## config.mk

```make
export PLATFORM = sky130hd
export DESIGN_NAME = piso_serial_tx_flat
export DESIGN_NICKNAME = d
export VERILOG_FILES = /design/src/rtl/piso_tx_pkg.sv /design/src/rtl/piso_serial_tx_if.sv /design/src/rtl/piso_bit_timer.sv /design/src/rtl/piso_serial_tx.sv /design/src/flat_wrapper.sv
export SDC_FILE = /design/constraint.sdc
export NUM_CORES = 1
export LEC_CHECK = 0
export CAP_MARGIN = 0
export CORE_MARGIN = 5
export CORE_UTILIZATION = 46
export CTS_CLUSTER_DIAMETER = 200
export DETAILED_ROUTE_END_ITERATION = 8
export PLACE_DENSITY = 0.8
export SETUP_SLACK_MARGIN = 0.2
export SLEW_MARGIN = 20
export SYNTH_ARGS = -nofsm -noshare
export SYNTH_HDL_FRONTEND = slang
export SYNTH_SLANG_ARGS = --single-unit
```

## constraint.sdc

```tcl
create_clock -name clk -period 1.42 [get_ports clk]
set_input_delay 0.284 -clock clk [delete_from_list [all_inputs] [get_ports clk]]
set_output_delay 0.284 -clock clk [all_outputs]
set_load 0.005 [all_outputs]
```

## src/rtl/piso_tx_pkg.sv

```systemverilog
// Package: piso_tx_pkg
// Shared types and constants for the framed parallel-in/serial-out transmitter.
// The optional parity bit is enabled by defining PISO_TX_PARITY_EN.
package piso_tx_pkg;

   // Frame sequencer states. PARITY is only visited when PISO_TX_PARITY_EN is defined.
   typedef enum logic [2:0] {
      IDLE   = 3'd0,
      START  = 3'd1,
      DATA   = 3'd2,
      PARITY = 3'd3,
      STOP   = 3'd4
   } tx_state_e;

   // Line levels: the line rests high, a frame begins with a low start bit.
   localparam logic IDLE_LEVEL  = 1'b1;
   localparam logic START_LEVEL = 1'b0;

   // Counter width helper: $clog2 but never narrower than one bit.
   function automatic int clog2_min1(input int n);
      return (n > 1) ? $clog2(n) : 1;
   endfunction

   // Serial bits in one frame: start + data + optional parity + stop.
   function automatic int frame_bits(input int width, input bit parity_en);
      return width + 2 + (parity_en ? 1 : 0);
   endfunction

   // Clock cycles from accept edge to the done pulse.
   function automatic int frame_clks(input int width, input int clks_per_bit, input bit parity_en);
      return frame_bits(width, parity_en) * clks_per_bit;
   endfunction

endpackage

```

## src/rtl/piso_serial_tx_if.sv

```systemverilog
// Interface: piso_serial_tx_if
// Word handshake into the serial transmitter.
// Handshake: the master presents tx_data with tx_valid; the slave raises tx_ready
// only when idle. A word is transferred on the rising clk where tx_valid and
// tx_ready are both 1; tx_data is sampled only on that edge, and tx_valid or
// tx_data changes while tx_ready is 0 have no effect.
interface piso_serial_tx_if #(
   parameter int WIDTH = 8
);
   logic [WIDTH-1:0] tx_data;
   logic             tx_valid;
   logic             tx_ready;

   modport master (
      output tx_data,
      output tx_valid,
      input  tx_ready
   );

   modport slave (
      input  tx_data,
      input  tx_valid,
      output tx_ready
   );
endinterface

```

## src/rtl/piso_bit_timer.sv

```systemverilog
// Module: piso_bit_timer
// Counts CLKS_PER_BIT cycles per serial bit and flags the last cycle of each bit.
// The count restarts at zero on a word accept so the first bit is full length.
module piso_bit_timer
   import piso_tx_pkg::*;
#(
   parameter int CLKS_PER_BIT = 4
) (
   input  logic clk,
   input  logic reset,
   input  logic restart,
   input  logic enable,
   output logic bit_tick
);

   localparam int CNT_W = clog2_min1(CLKS_PER_BIT);
   localparam logic [CNT_W-1:0] LAST_CNT = CNT_W'(CLKS_PER_BIT - 1);

   logic [CNT_W-1:0] cnt;

   // Last cycle of the current bit; only meaningful while a frame is running.
   assign bit_tick = enable & (cnt == LAST_CNT);

   // Cycle counter: cleared on restart, when idle, and at the end of every bit.
   always_ff @(posedge clk or posedge reset) begin
      if (reset) begin
         cnt <= '0;
      end else if (restart || !enable || bit_tick) begin
         cnt <= '0;
      end else begin
         cnt <= cnt + CNT_W'(1);
      end
   end

endmodule

```

## src/rtl/piso_serial_tx.sv

```systemverilog
// Module: piso_serial_tx
// Framed serial transmitter: start bit, WIDTH data bits LSB first, optional even
// parity bit, stop bit; every bit held for CLKS_PER_BIT clocks on a registered line.
// Define PISO_TX_PARITY_EN to insert the parity bit between data and stop.
module piso_serial_tx
   import piso_tx_pkg::*;
#(
   parameter int WIDTH        = 8,
   parameter int CLKS_PER_BIT = 4
) (
   input  logic            clk,
   input  logic            reset,
   piso_serial_tx_if.slave tx,
   output logic            sout,
   output logic            busy,
   output logic            done,
   output tx_state_e       state_dbg
);

   localparam int IDX_W = clog2_min1(WIDTH);
   localparam logic [IDX_W-1:0] LAST_IDX = IDX_W'(WIDTH - 1);

   tx_state_e        state;
   logic [WIDTH-1:0] shreg;
   logic [IDX_W-1:0] bit_idx;
   logic             tx_ready_q;
   logic             accept;
   logic             bit_tick;
   logic             timer_en;
   logic             next_bit;
`ifdef PISO_TX_PARITY_EN
   logic             parity_bit;
`endif

   assign accept      = tx.tx_valid & tx_ready_q;
   assign tx.tx_ready = tx_ready_q;
   assign timer_en    = (state != IDLE);
   assign state_dbg   = state;

   // Data bit that follows the current one; a 1-bit word has no successor.
   generate
      if (WIDTH > 1) begin : g_next_bit
         assign next_bit = shreg[1];
      end else begin : g_single_bit
         assign next_bit = IDLE_LEVEL;
      end
   endgenerate

   piso_bit_timer #(
      .CLKS_PER_BIT (CLKS_PER_BIT)
   ) u_bit_timer (
      .clk      (clk),
      .reset    (reset),
      .restart  (accept),
      .enable   (timer_en),
      .bit_tick (bit_tick)
   );

   // Frame sequencer; the line level and handshake outputs are registered here.
   always_ff @(posedge clk or posedge reset) begin
      if (reset) begin
         state      <= IDLE;
         sout       <= IDLE_LEVEL;
         tx_ready_q <= 1'b1;
         busy       <= 1'b0;
         done       <= 1'b0;
         shreg      <= '0;
         bit_idx    <= '0;
`ifdef PISO_TX_PARITY_EN
         parity_bit <= 1'b0;
`endif
      end else begin
         done <= 1'b0;
         case (state)
            IDLE: begin
               if (accept) begin
                  shreg      <= tx.tx_data;
                  bit_idx    <= '0;
                  state      <= START;
                  sout       <= START_LEVEL;
                  tx_ready_q <= 1'b0;
                  busy       <= 1'b1;
`ifdef PISO_TX_PARITY_EN
                  parity_bit <= ^tx.tx_data;
`endif
               end
            end
            START: begin
               if (bit_tick) begin
                  state <= DATA;
                  sout  <= shreg[0];
               end
            end
            DATA: begin
               if (bit_tick) begin
                  shreg <= shreg >> 1;
                  if (bit_idx == LAST_IDX) begin
                     bit_idx <= '0;
`ifdef PISO_TX_PARITY_EN
                     state   <= PARITY;
                     sout    <= parity_bit;
`else
                     state   <= STOP;
                     sout    <= IDLE_LEVEL;
`endif
                  end else begin
                     bit_idx <= bit_idx + IDX_W'(1);
                     sout    <= next_bit;
                  end
               end
            end
`ifdef PISO_TX_PARITY_EN
            PARITY: begin
               if (bit_tick) begin
                  state <= STOP;
                  sout  <= IDLE_LEVEL;
               end
            end
`endif
            STOP: begin
               if (bit_tick) begin
                  state      <= IDLE;
                  done       <= 1'b1;
                  tx_ready_q <= 1'b1;
                  busy       <= 1'b0;
               end
            end
            default: begin
               state      <= IDLE;
               sout       <= IDLE_LEVEL;
               tx_ready_q <= 1'b1;
               busy       <= 1'b0;
            end
         endcase
      end
   end

endmodule

```

## src/flat_wrapper.sv

```systemverilog
// flat-port wrapper written by rule: the top's interface ports become plain ports
module piso_serial_tx_flat import piso_tx_pkg::*;
#(
   parameter int WIDTH        = 8,
   parameter int CLKS_PER_BIT = 4
)
  (clk, reset, sout, busy, done, state_dbg, tx_tx_data, tx_tx_valid, tx_tx_ready);
  piso_serial_tx_if #(.WIDTH(WIDTH)) tx_i ();
  input  logic clk;
  input  logic reset;
  output logic sout;
  output logic busy;
  output logic done;
  output tx_state_e state_dbg;
  input wire logic [$bits(tx_i.tx_data)-1:0] tx_tx_data;
  input wire logic [$bits(tx_i.tx_valid)-1:0] tx_tx_valid;
  output wire logic [$bits(tx_i.tx_ready)-1:0] tx_tx_ready;
  assign tx_i.tx_data = tx_tx_data;
  assign tx_i.tx_valid = tx_tx_valid;
  assign tx_tx_ready = tx_i.tx_ready;
  piso_serial_tx #(.WIDTH(WIDTH), .CLKS_PER_BIT(CLKS_PER_BIT)) u_core (.clk(clk), .reset(reset), .tx(tx_i), .sout(sout), .busy(busy), .done(done), .state_dbg(state_dbg));
endmodule
```

Word-level counts from Yosys, hierarchy flattened
Cells that the tools add are included.
- output and inout port bits: 7
- register bits: 20
- word-level logic and storage cells: 61
- bits of input ports: 11
- reductions and logical operators: 11
- muxes and demuxes: 26
- add/subtract/negate cells: 2
- bitwise logic cells: 4
- equality and inequality tests: 10
- operator list (cell ; number):
    3-bit 2-to-1 mux ; 8
    8-bit 2-to-1 mux ; 2
    8-bit case mux with 2 select lines ; 1
    3-bit case mux with 4 select lines ; 1
    1-bit 2-to-1 mux ; 9
    2-bit != test (second input constant) ; 4
    3-bit == test (second input constant) ; 2
    1-bit case mux with 3 select lines ; 2
    3-bit case mux with 2 select lines ; 1
    3-bit AND reduction ; 2
    5-bit AND reduction ; 1
    1-bit case mux with 4 select lines ; 1
    4-bit AND reduction ; 1
    3-bit by 1-bit adder with 3-bit output (second input constant) ; 1
    3-bit by 1-bit == test with 1-bit output (second input constant) ; 1
    3-bit by 2-bit == test with 1-bit output (second input constant) ; 1
    3-bit logical NOT ; 1
    3-bit nonzero test ; 1
    2-bit by 1-bit adder with 2-bit output (second input constant) ; 1
    1-bit bitwise AND ; 2
    2-bit == test (second input constant) ; 1
    1-bit logical OR ; 2
    2-bit 2-to-1 mux ; 1
    2-bit by 1-bit != test with 1-bit output (second input constant) ; 1
    other kinds (4) ; 5

Logic depth before layout (Yosys ltp)
Gate-level depths: netlist of the first run.
- depth after elaboration: 5
- mapped depth: 7
- mapped depth without buffers: 6

By module
Synthesis of the first run repeated with hierarchy kept, for this count alone.
- cell total of the unflattened synthesis: 96
- area, all modules: 1106.1 um^2
- by module, submodules not included (module ; times used ; area each (um^2) ; cells an instance):
    piso_serial_tx ; 1 ; 1006.0 ; 89
    piso_bit_timer ; 1 ; 100.1 ; 7

Least setup slack after synthesis of the first run
No wires, ideal clock.
- path kind: register to register
- start point: reg u_core.tx_ready_q, in the netlist u_core.tx.tx_ready
- end point: reg u_core.shreg[1]
- setup slack: -3 ps
- library setup time: 119 ps
- clock period less this slack: 1423 ps
- stages on the path, launching flop included: 7
- buffers on the path: 2
- arrival: 1304 ps
- path through: dfstp_2 -> nand3b_1 -> a211o_1 -> buf_6 -> buf_8 -> nand2_1 -> o21ai_2
- longest elaborated chain between the ends: 3
- RTL lines (element ; line ; text):
    start, declared ; piso_serial_tx.sv:26 ; logic tx_ready_q;
    start signal, assigned ; piso_serial_tx.sv:64 ; tx_ready_q <= 1'b1;
    start signal, assigned ; piso_serial_tx.sv:81 ; tx_ready_q <= 1'b0;
    start signal, assigned ; piso_serial_tx.sv:124 ; tx_ready_q <= 1'b1;
    1-bit bitwise AND ; piso_serial_tx.sv:35 ; assign accept = tx.tx_valid & tx_ready_q;
    2-bit != test (no source line) ; n/a ;
    3-bit AND reduction (no source line) ; n/a ;
    end signal, assigned ; piso_serial_tx.sv:77 ; shreg <= tx.tx_data;
    end signal, assigned ; piso_serial_tx.sv:96 ; shreg <= shreg >> 1;
    end, declared ; piso_serial_tx.sv:24 ; logic [WIDTH-1:0] shreg;
Every way passes these cells.
A chain may end at the register's enable or synchronous reset.

Worst setup path after layout of the first run
- start point: reg u_core.state[0], in the netlist u_core.state_dbg[0]
- end point: reg u_core.shreg[6]
- longest elaborated chain between the ends: 4
- elaborated cells between the ends (all ways): 9
- classes of those cells: eq/ne (3); mux (1); bitwise (1); reduce/logical (4)
- RTL lines (element ; line ; text):
    start, declared ; piso_serial_tx.sv:23 ; tx_state_e state;
    start signal, assigned ; piso_serial_tx.sv:62 ; state <= IDLE;
    start signal, assigned ; piso_serial_tx.sv:79 ; state <= START;
    start signal, assigned ; piso_serial_tx.sv:90 ; state <= DATA;
    3-bit nonzero test ; piso_serial_tx.sv:37 ; assign timer_en = (state != IDLE);
    1-bit bitwise AND ; piso_bit_timer.sv:22 ; assign bit_tick = enable & (cnt == LAST_CNT);
    2-bit != test (no source line) ; n/a ;
    3-bit AND reduction (no source line) ; n/a ;
Parallel ways exist; a longest one is shown, timed or not.

==> results of run 1 <==
## tightest hold or removal path, delay by kind of cell
kind     cells  cell delay [ns]
buf+inv      3             0.70
## per-stage QoR
| step | TNS (ns) | util (%) | area [um^2] |
|---|---|---|---|
| 2_1_floorplan | 0 | - | 1030 |
| 5_1_grt | -1.81 | 83.1 | 1800 |
| 3_3_place_gp | -2.33 | 59.6 | 1290 |
| 4_1_cts | -0.260 | 74.4 | 1610 |
| 3_5_place_dp | -2.95 | 59.6 | 1290 |
| 6_report | -1.06 | 83.1 | 1800 |
## report_power, final
part	total, mW	leakage [nW]	internal (mW)	switching, mW
Sequential	0.589	0.240	0.580	0.00965
Combinational	0.0753	0.520	0.0425	0.0328
Clock	0.344	0.0210	0.157	0.187
Total	1.01	0.781	0.779	0.230
## placed cells by master, fill, tap and decap left out, drive strengths merged
cell           instances
o32a                   1
ha                     3
nand3b                 1
inv                    3
a21oi                  6
nand2                 14
or2                    1
clkbuf                 7
and3                   1
a32o                   3
o21ai                  9
nor2                   9
clkdlybuf4s50         10
mux2i                  7
dfrtp                 18
a221o                  1
a31oi                  1
buf                   45
a2111oi                2
nand2b                 2
nor3                   5
dfstp                  2
nand4b                 1
a211o                  1
mux2                   1
a211oi                 1
clkdlybuf4s15          1
## worst max path at each step
| stage | start | to | slack (ns) |
|---|---|---|---|
| 6_report | u_core.state_dbg[0]$_DFFE_PP0P_ | u_core.shreg[6]$_DFFE_PP0P_ | -0.11 |
| 5_1_grt | u_core.tx.tx_ready$_DFFE_PP1P_ | u_core.sout$_DFFE_PP1P_ | -0.18 |
| 4_1_cts | u_core.tx.tx_ready$_DFFE_PP1P_ | u_core.bit_idx[0]$_DFFE_PP0P_ | -0.05 |
| 3_5_place_dp | tx_tx_valid | u_core.bit_idx[0]$_DFFE_PP0P_ | -0.26 |
| 3_3_place_gp | tx_tx_valid | u_core.shreg[6]$_DFFE_PP0P_ | -0.22 |
| 2_1_floorplan | u_core.tx.tx_ready$_DFFE_PP1P_ | u_core.bit_idx[0]$_DFFE_PP0P_ | 0.05 |
## logic make-up after synthesis
logic type / Yosys count / share of synthesized area [%]
simple gates: 34 / 15.4
fa+ha+maj: 3 / 3.68
compound gates: 25 / 16.9
mux: 8 / 7.97
buf+inv: 10 / 6.74
flops: 20 / 49.3
## routing by layer
layer	vias to the layer above	routed length (um)	part of all wire [%]
met5	-	0	0
met4	0	151	4.0
met3	16	212	5.7
met2	60	1990	53
met1	530	1390	37
li1	471	-	-
## cell type report
cell class                      instances  share of cell area (%)
Clock buffer                            4                    2.01
Inverter                                3                   0.625
Multi-Input combinational cell         70                    35.9
Sequential cell                        20                    28.1
Tap cell                               28                    1.94
Timing Repair Buffer                   59                    31.4
## registers in the layout, indices dropped and copies added (netlist names)
name / cells
u_core.shreg: 8
u_core.busy: 1
u_core.done: 1
u_core.state_dbg: 3
u_core.sout: 1
u_core.u_bit_timer.cnt: 2
u_core.bit_idx: 3
u_core.tx.tx_ready: 1
## what timing repair did
item | in CTS | in global routing
gates cloned | 0 | 1
pin swaps | 16 | 10
buffers inserted | 18 | 9
gates resized for setup | 57 | 28
endpoints found under the setup margin | 24 | 27
==> flow_summary.toml, run 1 <==
[sta]
rsz0062_at_grt = "yes"
maxSlewHeadroom_pct = 82.9
setup_ws_ns = -0.110
finalCritPeriodShare_pct = 108
worst_pin_slew_ns = 0.257
setup-violations-final = 13
min_period_ns = 1.53
drv_slew = 0
holdWs_ns = 0.279
skew_ns = 0.00775
hold_viol = 0
clock.fmax_mhz = 654

[worst_setup_path]
reg2reg_from = "u_core.state_dbg[0]$_DFFE_PP0P_"
path_delay_family = "buffers and inverters"
crit_path_start_kind = "flop"
crit_fanout = 10
cp.required_ns = 1.63
critPathMostFrequentCell = "buf_4"
arrival_ns = 1.74
worst_path_max_delay_cell = "dfrtp_2"
critPathKind = "reg -> reg"
worst_r2r_path_depth = 6
critPathBufInv = 3
setup.reg_to_reg.worst_slack_ns = -0.11
r2r_end = "u_core.shreg[6]$_DFFE_PP0P_"
cp_cell_sequence = "buf_6, buf_4, nor3_2, buf_4, mux2i_1, o21ai_2"
max_stage_delay_ns = 0.44
crit_cells = 6
crit_path_end_kind = "flop"

[floorplan]
start_util_pct = 47.1
ios = 18
die_y_um = 57.1
core_region_area_mm2 = 0.00217
dieArea_mm2 = 0.00326
dieWidth_um = 57.1
rows = 17

[synthesis]
synth_commonest_cells = "dfrtp_1, nand2_1, nor2_1, mux2i_1"
synth_top_cell_by_area = "dfrtp_1"
ys_ff_latch = 20
ys_async_sr_fraction_pct = 100
yosysTopAreaCellShare_pct = 44.1
syn_inst = 100
syn_avg_cell_area_um2 = 10.2
ys_types = 31
synth-edff-count = 0
ys_top_cells_by_area = "dfrtp_1, mux2i_1, dfstp_2"
synth.most_common_cell = "dfrtp_1"
yosys_warnings = 0
syn-num-nets = 114
synth_flop_cell = "dfrtp_1"
seq_area_frac_synth_pct = 49.3
syn_area_mm2 = 0.00102

[worst_hold_path]
hp-class = "in -> async"

[grt]
grt_usage_pct = 20.4
grt_overflow = 0
grt_pass1_vias = 1094
use_met1_pct = 23.4
top_usage_layer = "met2"
grt_max_degree = 21
use_met2_pct = 34.6
grt_antenna_before_repair = 0
grt_pass1_wl_um = 5150
grt_use_met3_pct = 3.62

[cts]
cts.clk_slew.worst_paths_ns = 0.12
htreeDepth = 1
clkLatencyLatePin_ns = 0.31
clock_sinks = 20
cts_tree = "done"
cts_buffers = 3
ctsRootBufferMaster = "clkbuf_4"
ctsHoldBuffers = 0
cts_max_path_buffers = 2

[placed_design]
io_buffers = 17
place.gp.congestion = 0.837
pre_cts_ws_ns = -0.263
dp_cells = 152
dp_hpwl_um = 1600

[drt]
via_per_inst = 5.85
wl_per_cell_um = 20.3
dr.first_iter.drc_count = 25
drc = 0
routed_wl_um = 3740
drtAntennaViolNets = 0
vias = 1077
firstDrtPassIters = 4

[layout]
nFillCells = 109
nets = 171
area_growth_pct = 76.6
final_cells = 184
ff_latch_area_um2 = 507
layout-drive-gt1-share_pct = 56.4
antenna_cells = 0
multi_input_area_um2 = 648

[run]
drv_cap = 0

[power_and_ir_drop]
p_leak_nw = 0.781
vdd_drop_max_v = 0.000477
power_mw = 1.01
p_per_area_mw_per_mm2 = 560

[outcome]
violations = "setup timing"
status = "complete, but fails checks"
Note: power is estimated with default switching activity, not from simulation.
==> run 2: changes to the inputs <==
--- a/config.mk
+++ b/config.mk
@@ -11,7 +11,6 @@
 export CTS_CLUSTER_DIAMETER = 200
 export DETAILED_ROUTE_END_ITERATION = 8
 export PLACE_DENSITY = 0.8
-export SETUP_SLACK_MARGIN = 0.2
 export SLEW_MARGIN = 20
 export SYNTH_ARGS = -nofsm -noshare
 export SYNTH_HDL_FRONTEND = slang
==> run 2 against run 1 <==
Compared with the run above: the run still ends with setup timing left; via count shrank 18%; sequential power about the same; register-to-register slack hardly changed; core utilization is 15 points lower; sequential share of layout area is 6.4 points higher; clock power fell by 23%; setup slack better by 0.013 ns; clock skew is 0.0039 ns lower; first-iteration DRC count fell by 28%.
==> flow_summary.toml, run 2 (same netlist as run 1, synthesis figures left out) <==
[placed_design]
dp_hpwl_um = 1590
post_dp_cell_area_mm2 = 0.00129
place.gp.congestion = 0.812
io_buffers = 17
pre_cts_ws_ns = -0.243
dp_cells = 153

[grt]
use_met2_pct = 27.7
grt_usage_pct = 15.2
grt_antenna_before_repair = 0
grt_pass1_wl_um = 3950
grt_overflow = 0
use_met1_pct = 17.2
grt_max_degree = 21
top_usage_layer = "met2"
grt_pass1_vias = 900
grt_use_met3_pct = 2.49

[cts]
clkLatencyLatePin_ns = 0.30
ctsRootBufferMaster = "clkbuf_4"
clock_sinks = 20
htreeDepth = 1
cts_max_path_buffers = 2
cts_buffers = 3
cts.clk_slew.worst_paths_ns = 0.11
cts_tree = "done"
ctsHoldBuffers = 0

[layout]
fin_util_pct = 67.7
design_area_mm2 = 0.00147
mostFrequentLayoutCell = "buf_4"
regMostFlops = "u_core.shreg"
antenna_cells = 0
final_cells = 164
area_growth_pct = 43.9
nets = 152
largest_reg_flops = 8
mostFrequentLayoutCells = "buf_4, dfrtp_1, clkdlybuf4s50_1"
layout-drive-gt1-share_pct = 39.0

[drt]
dr.first_iter.drc_count = 18
wl_per_cell_um = 14.1
drc = 0
routed_wl_um = 2310
drtAntennaViolNets = 0
via_per_inst = 5.40
firstDrtPassIters = 4
vias = 885

[sta]
min_period_ns = 1.52
clock.fmax_mhz = 659
finalCritPeriodShare_pct = 107
setup_tns_ns = -0.789
rsz0062_at_grt = "yes"
skew_ns = 0.00381
worst_pin_slew_ns = 0.343
hold_viol = 0
maxSlewHeadroom_pct = 76.5
setup_ws_ns = -0.0966
setup-violations-final = 11
holdWs_ns = 0.288
drv_slew = 0

[worst_setup_path]
critPathBufInv = 2
crit_path_end_kind = "flop"
worst_path_max_delay_cell = "dfstp_2"
arrival_ns = 1.71
crit_path_start = "u_core.tx.tx_ready$_DFFE_PP1P_"
max_stage_delay_ns = 0.55
worst_r2r_path_depth = 6
reg2reg_from = "u_core.tx.tx_ready$_DFFE_PP1P_"
path_delay_family = "flip-flops"
setup.reg_to_reg.worst_slack_ns = -0.1
crit_path_start_kind = "flop"
cp.required_ns = 1.61
crit_fanout = 8
cp_cell_sequence = "buf_6, nand3b_1, a211o_4, clkbuf_16, nand2_2, o21ai_1"
critPathKind = "reg -> reg"
r2r_end = "u_core.shreg[6]$_DFFE_PP0P_"

[power_and_ir_drop]
vdd_drop_max_v = 0.000604
switching_share_pct = 21.9
p_switching_mw = 0.202
intPower_mw = 0.720
p_leak_nw = 0.671
clockPowerShare_pct = 28.6
power_frac_seq_pct = 63.8
p_per_area_mw_per_mm2 = 628
power_mw = 0.923
power_frac_comb_pct = 7.6

[floorplan]
die_y_um = 57.1
ios = 18
dieWidth_um = 57.1
dieArea_mm2 = 0.00326
rows = 17
core_region_area_mm2 = 0.00217
start_util_pct = 47.1

[outcome]
violations = "setup timing"
status = "complete, but fails checks"

[run]
drv_cap = 0

[worst_hold_path]
hp-class = "in -> async"
[run 2: cell count changes in the layout (fill, tap and decap cells not counted), moves of 3 or more]
cell,previous run,this run
buf_4,26,20
ha_1,0,3
nand2_4,5,2
nand2_2,1,5
buf_6,16,1
dlygate4sd2_1,0,7
[run 2: layout make-up]
cell class                      instances  area, um^2
Fill cell                             172         701
Multi-Input combinational cell         70         526
Sequential cell                        20         507
Timing Repair Buffer                   40         368
Tap cell                               28        35.0
Clock buffer                            3        22.5
Inverter                                3        11.3
[run 2: tightest hold or removal path, cell delays in order]
cell and delay, ns:
clkdlybuf4s50_1 0.39, inv_1 0.05, buf_4 0.26
[run 2: power groups by stage]
stage	clock network [mW]	registers, mW	logic (mW)
after floorplan	0	0.595	0.0242
after global placement	0	0.596	0.0629
after detailed placement	0	0.597	0.0655
after CTS	0.271	0.587	0.0658
after global routing	0.289	0.590	0.0791
final	0.264	0.589	0.0705
[run 2: worst max path at each step]
stage	to	depth (start not counted)	slack [ns]
after global routing	u_core.shreg[6]$_DFFE_PP0P_	6	-0.14
after floorplan	u_core.shreg[1]$_DFFE_PP0P_	6	0.03
after CTS	u_core.shreg[4]$_DFFE_PP0P_	6	-0.08
after detailed placement	u_core.shreg[1]$_DFFE_PP0P_	6	-0.24
after global placement	u_core.shreg[6]$_DFFE_PP0P_	6	-0.22
final	u_core.shreg[6]$_DFFE_PP0P_	6	-0.1
[run 2: routing by layer]
| layer | up-vias | wire length, um |
|---|---|---|
| li1 | 431 | - |
| met1 | 429 | 937 |
| met2 | 19 | 1220 |
| met3 | 6 | 93 |
| met4 | 0 | 53 |
| met5 | - | 0 |
[run 2: what timing repair did]
action	CTS	global route
resized for setup	13	18
pin swaps	0	8
cloned	0	1
buffers inserted	4	3
setup endpoints to repair	15	15
==> run 3: changes to the inputs <==
--- a/config.mk
+++ b/config.mk
@@ -9,7 +9,9 @@
 export CORE_MARGIN = 5
 export CORE_UTILIZATION = 46
 export CTS_CLUSTER_DIAMETER = 200
+export CTS_CLUSTER_SIZE = 24
 export DETAILED_ROUTE_END_ITERATION = 8
+export GPL_ROUTABILITY_DRIVEN = 0
 export PLACE_DENSITY = 0.8
 export SLEW_MARGIN = 20
 export SYNTH_ARGS = -nofsm -noshare
==> results of run 3 <==
No change in the layout: final DEF, timing and power equal those of run 2.
